--- src/rtl/sha256_msg_schedule.sv ---
// rtl/sha256_msg_schedule.sv - Iterative SHA-256 message schedule generator, 16-word sliding window
module sha256_msg_schedule #(
    parameter int ROUNDS = 64
) (
    input  logic         clk,
    input  logic         reset,
    input  logic         block_valid,
    input  logic [511:0] block,
    output logic         block_ready,
    input  logic         abort,
    output logic         w_valid,
    input  logic         w_ready,
    output logic [31:0]  w,
    output logic [5:0]   w_index,
    output logic         w_last,
    output logic         busy
);

    typedef enum logic {S_IDLE, S_RUN} state_t;

    localparam logic [5:0] LAST_IDX = 6'(ROUNDS - 1);

    state_t      state_q, state_d;
    logic [5:0]  index_q, index_d;
    logic [31:0] win_q [16];
    logic [31:0] win_d [16];
    logic        ready_en_q, ready_en_d;
    logic [31:0] next_word;

    function automatic logic [31:0] sigma0(input logic [31:0] x);
        return {x[6:0], x[31:7]} ^ {x[17:0], x[31:18]} ^ {3'b0, x[31:3]};
    endfunction

    function automatic logic [31:0] sigma1(input logic [31:0] x);
        return {x[16:0], x[31:17]} ^ {x[18:0], x[31:19]} ^ {10'b0, x[31:10]};
    endfunction

    always_comb begin
        state_d    = state_q;
        index_d    = index_q;
        win_d      = win_q;
        ready_en_d = 1'b1;
        next_word  = sigma1(win_q[14]) + win_q[9] + sigma0(win_q[1]) + win_q[0];

        case (state_q)
            S_IDLE: begin
                // abort outranks an offered block, so nothing is captured
                if (!abort && block_valid && ready_en_q) begin
                    for (int i = 0; i < 16; i++) begin
                        win_d[i] = block[511 - 32*i -: 32];
                    end
                    index_d = '0;
                    state_d = S_RUN;
                end
            end
            S_RUN: begin
                if (abort) begin
                    index_d = '0;
                    state_d = S_IDLE;
                end else if (w_ready) begin
                    if (index_q == LAST_IDX) begin
                        index_d = '0;
                        state_d = S_IDLE;
                    end else begin
                        for (int i = 0; i < 15; i++) begin
                            win_d[i] = win_q[i+1];
                        end
                        win_d[15] = next_word;
                        index_d   = index_q + 6'd1;
                    end
                end
            end
            default: state_d = S_IDLE;
        endcase
    end

    always_ff @(posedge clk or posedge reset) begin
        if (reset) begin
            state_q    <= S_IDLE;
            index_q    <= '0;
            ready_en_q <= 1'b0;
            for (int i = 0; i < 16; i++) begin
                win_q[i] <= '0;
            end
        end else begin
            state_q    <= state_d;
            index_q    <= index_d;
            ready_en_q <= ready_en_d;
            win_q      <= win_d;
        end
    end

    // every output comes straight from state flops; w_ready never reaches them combinationally
    assign block_ready = (state_q == S_IDLE) && ready_en_q;
    assign w_valid     = (state_q == S_RUN);
    assign busy        = (state_q == S_RUN);
    assign w           = win_q[0];
    assign w_index     = index_q;
    assign w_last      = (state_q == S_RUN) && (index_q == LAST_IDX);

endmodule

--- config.mk ---
export PLATFORM = sky130hd
export DESIGN_NAME = sha256_msg_schedule
export DESIGN_NICKNAME = d
export VERILOG_FILES = /design/src/rtl/sha256_msg_schedule.sv
export SDC_FILE = /design/constraint.sdc
export NUM_CORES = 2
export LEC_CHECK = 0
export ABC_AREA = 1
export CAP_MARGIN = 0
export CORE_ASPECT_RATIO = 1.4
export CORE_MARGIN = 1.5
export CORE_UTILIZATION = 47
export DETAILED_ROUTE_END_ITERATION = 7
export PLACE_DENSITY_LB_ADDON = 0.3
export SYNTH_ARGS = -nofsm -noshare
export SYNTH_HDL_FRONTEND = slang
export SYNTH_SLANG_ARGS = --single-unit
--- constraint.sdc ---
create_clock -name clk -period 27 [get_ports clk]
set_input_delay 5.4 -clock clk [delete_from_list [all_inputs] [get_ports clk]]
set_output_delay 5.4 -clock clk [all_outputs]
set_load 0.005 [all_outputs]
==> results <==
- A synthesized cell averages 7.88 um2.
- The site row count is approximately 110.
- The number of hold violations in the final report was 0.
- In the global route stage, overall resource usage came out at 0.334.
- The share of Yosys cell area claimed by the top area cell type is 0.442.
- The cell type group with the largest total delay on the critical path is buffers and inverters.
- The net count after synthesis is 4345.
- For the worst setup path, the data arrival time is around 9.7 ns.
- The worst hold path class is reg -> reg.
- The clock drives 520 sinks.
- The worst hold path cell count is 2.
- STA classifies the critical path startpoint as an input pin.
- The endpoint of the worst-slack reg-to-reg timing path is win_q[242].
- The clock passes through at most 3 buffers.
- The final antenna-violating net count is 0.
- In the finished design, the share of the clock period the worst path needs comes to 0.342.
- Measured along the y axis, the die boundary spans 299 um.
- The total number of yosys warnings is 0.
- The number of antenna violations at the first check in global routing is 27.
- Counting I/O delays and the setup requirement, the final critical path takes between 9 and 10 ns.
- Once routing completed, OpenROAD measured the worst setup slack at 17.77 ns.
- The number of filler cells placed in the layout is 5669.
- Summed over all nets, the half-perimeter wirelength after detailed placement is 82500 um.
- Pin placement for this block handled about 560 I/O pins.
- The worst slack at placement is 17.27 ns.
- The synthesized netlist cell count is ~3700.
- The final cell utilization of the core is 0.592.
- For this run, the top clock speed supported by timing is 108 MHz.
- The max-cap check violation count is 0.
- In the final timing run, aggregate negative setup slack is 0 ns.
- For the pin with the worst max-slew slack, the measured transition is 1.10 ns.
- The worst clock skew is 0.0225 ns.
- Setup violations remaining at the end of the flow were counted as 0.
- In the post-synthesis netlist, the biggest area contributors are sky130_fd_sc_hd__dfrtp_1, sky130_fd_sc_hd__nor2_1, sky130_fd_sc_hd__o31ai_1, sky130_fd_sc_hd__nand2_1, sky130_fd_sc_hd__fa_1.
- Wires add up to ~110000 um.
- The cell at the root of the clock tree is sky130_fd_sc_hd__clkbuf_16.
- The endpoint class of the critical path is a flip-flop.
- The die width is 214 um.
- The cell at the slowest stage of the critical path is sky130_fd_sc_hd__buf_4.
- The ratio of cells with drive above 1 in the final layout is 0.0317.
- The DRC violation count after routing is 0.
- The maximum fanout count along the critical path is between 100 and 150.
- The via-per-instance ratio is around 5.4.
- Traced cell by cell, the critical path runs through clkdlybuf4s50_1 > nor2_1 > inv_1 > nand2_1 > nand3_4 > buf_4 > buf_4 > buf_4 > o21ai_0.
- The first global-routing pass estimated between 150000 and 200000 um of wire.
- The post-route worst hold slack is 0.480 ns.
- The data required time of the critical path is 27.44 ns.
- The critical path contains buffers and inverters numbering 5 combined.
- The effective utilization at floorplan is 0.475.
- After detailed routing, the average wire length per cell comes to 21.9 um.
- The clock slew seen by the registers of the worst setup and hold paths is 0.06 ns.
- Buffers inserted during clock tree synthesis total 53.
- In this run the number of H-tree levels came out at 2.
- The worst register-to-register path begins at busy.
- The post-CTS setup buffer count is 0.
- The headroom to the max-slew limit is 0.269.
- The number of nets in the finished design is 4674.
- For this run, the slowest stage of the critical path takes 0.87 ns.
- In this run, the number of DRC markers left after iteration 0 of detailed routing was 2808.
- The TritonCTS clock tree is built.
- The pre-antenna-repair detailed-routing pass consisted of 6 iterations.
- Entering global routing, the biggest net connects between 200 and 250 pins.
- The area of the mapped netlist is 29400 um2.
- The worst hold endpoint is win_q[27].
- The via count of the first global-routing pass is between 20000 and 30000.
- The depth of the most critical reg-to-reg path is 9.
- The startpoint of the lowest-slack hold path is win_q[27].
- The post-synthesis cell type with the largest combined area is sky130_fd_sc_hd__dfrtp_1.
- The flow ran to the end, and the final reports show no timing, DRC or antenna violations.
- The layout overhead on the synthesized area is 24.8%.
- The area of the die is ~64000 um2.
- For this run, the register share of the synthesized area comes to 0.442.
- The number of buffers inserted by port buffering is between 500 and 600.
- The core footprint is 62000 um2.
- The critical path is of the in -> reg type.
- At the later pin of the worst-skew pair, clock insertion delay measures 0.62 ns.
- The routability congestion estimate from global placement is 1.02.
- Setup repair after global routing left no endpoint under its margin.
- Global routing finished with a remaining overflow of 0.
- For this block, the via count after detailed routing is 26700.
- Once the clock tree was built, the resizer swapped 0 gates to a different size.
- The number of storage elements in the synthesis netlist is 520.
- The count of final max-slew check failures was 0.
- Hold repair after CTS inserted 0 buffers.
- In this run the register-to-register setup slack is approximately 21 ns.
- Counting distinct cell types in the post-synthesis netlist gives 37.
- By instance count, the cell type seen most on the critical path is sky130_fd_sc_hd__buf_4.
[synth_stat cells (all sizes together)]
cell type  instances
a21oi             24
a22oi              1
and2               1
and3               2
buf              164
clkbuf           140
conb               1
dfrtp            520
fa                62
ha                32
inv              251
mux2i              2
nand2            799
nand3             49
nand3b             1
nand4              4
nor2             981
nor3              11
o211ai             5
o21a               2
o21ai             98
o21bai             5
o221ai             1
o31ai            447
or2                2
xnor2             65
xor2              64
[metrics by stage]
step,instances,area (um2)
2_1_floorplan,3734,29400
3_3_place_gp,4833,34800
3_5_place_dp,4833,34800
4_1_cts,4930,36700
5_1_grt,4952,36700
6_report,4953,36700
[worst max-delay path by stage]
stage / from / to / slack (ns) / depth (start not counted)
after floorplan: reset / busy / 7.07 / 1
after global placement: abort / win_q[242] / 17.33 / 9
after detailed placement: abort / win_q[316] / 17.27 / 10
after CTS: abort / win_q[242] / 17.88 / 9
after global routing: abort / win_q[242] / 17.44 / 9
final: abort / win_q[242] / 17.77 / 9
[cells by family (layout without fill, tap and decap cells)]
| kind of cell | count (synthesis) | after routing | share of synthesized area |
|---|---|---|---|
| flops | 520 | 520 | 0.442 |
| buf+inv | 555 | 926 | 0.0827 |
| mux | 2 | 2 | 0.000680 |
| other cells | 1 | 24 | 0.000127 |
| fa+ha+maj | 94 | 94 | 0.0558 |
| xor+xnor | 129 | 129 | 0.0384 |
| compound gates | 583 | 583 | 0.140 |
| simple gates | 1850 | 1850 | 0.240 |
[worst min-delay path: cells and delay by family (launching register included)]
kind / cells / cell delay, ns
flip-flops: 1 / 0.34
AND/OR/NAND/NOR: 2 / 0.11
[layer usage]
metal	track usage	wire length, um	vias to the layer above
met5	0	45	-
met4	0.198	6680	8
li1	-	-	12700
met1	0.418	42900	12800
met2	0.547	52000	996
met3	0.0522	6760	232
[flip-flops by register name, summed over array words and instances, names as in the netlist]
name	flops
w_index	6
w	32
win_q	480
busy	1
ready_en_q	1
[placed cells by master (no fill, tap or decap), types with 5 or more instances in the layout]
master	n
sky130_fd_sc_hd__clkbuf_8	12
sky130_fd_sc_hd__buf_4	15
sky130_fd_sc_hd__ha_1	32
sky130_fd_sc_hd__clkbuf_1	7
sky130_fd_sc_hd__diode_2	23
sky130_fd_sc_hd__o21ai_0	98
sky130_fd_sc_hd__a21oi_1	24
sky130_fd_sc_hd__nor3_1	10
sky130_fd_sc_hd__clkinv_2	10
sky130_fd_sc_hd__clkdlybuf4s50_1	558
sky130_fd_sc_hd__inv_1	246
sky130_fd_sc_hd__bufinv_16	7
sky130_fd_sc_hd__dfrtp_1	519
sky130_fd_sc_hd__xnor2_1	65
sky130_fd_sc_hd__xor2_1	64
sky130_fd_sc_hd__o31ai_1	438
sky130_fd_sc_hd__nor2_1	979
sky130_fd_sc_hd__o211ai_1	5
sky130_fd_sc_hd__clkbuf_16	54
sky130_fd_sc_hd__buf_12	5
sky130_fd_sc_hd__o31ai_2	9
sky130_fd_sc_hd__o21bai_1	5
sky130_fd_sc_hd__nand3_1	48
sky130_fd_sc_hd__fa_1	62
sky130_fd_sc_hd__nand2_1	799
[area by class of cell]
| type | instances | area [um2] | area share |
|---|---|---|---|
| multi-input cells | 2659 | 14000 | 0.381 |
| clock inverters | 24 | 337 | 0.00916 |
| clock buffers | 73 | 1540 | 0.0420 |
| flip-flops and latches | 520 | 13000 | 0.354 |
| repair buffers | 578 | 5800 | 0.158 |
| inverters | 251 | 957 | 0.0261 |
| well taps | 825 | 1030 | 0.0281 |
| diodes | 23 | 57.6 | 0.00157 |
Power is not shown: default switching activity piles up to over one toggle a cycle in this logic, so the estimate is an artifact.
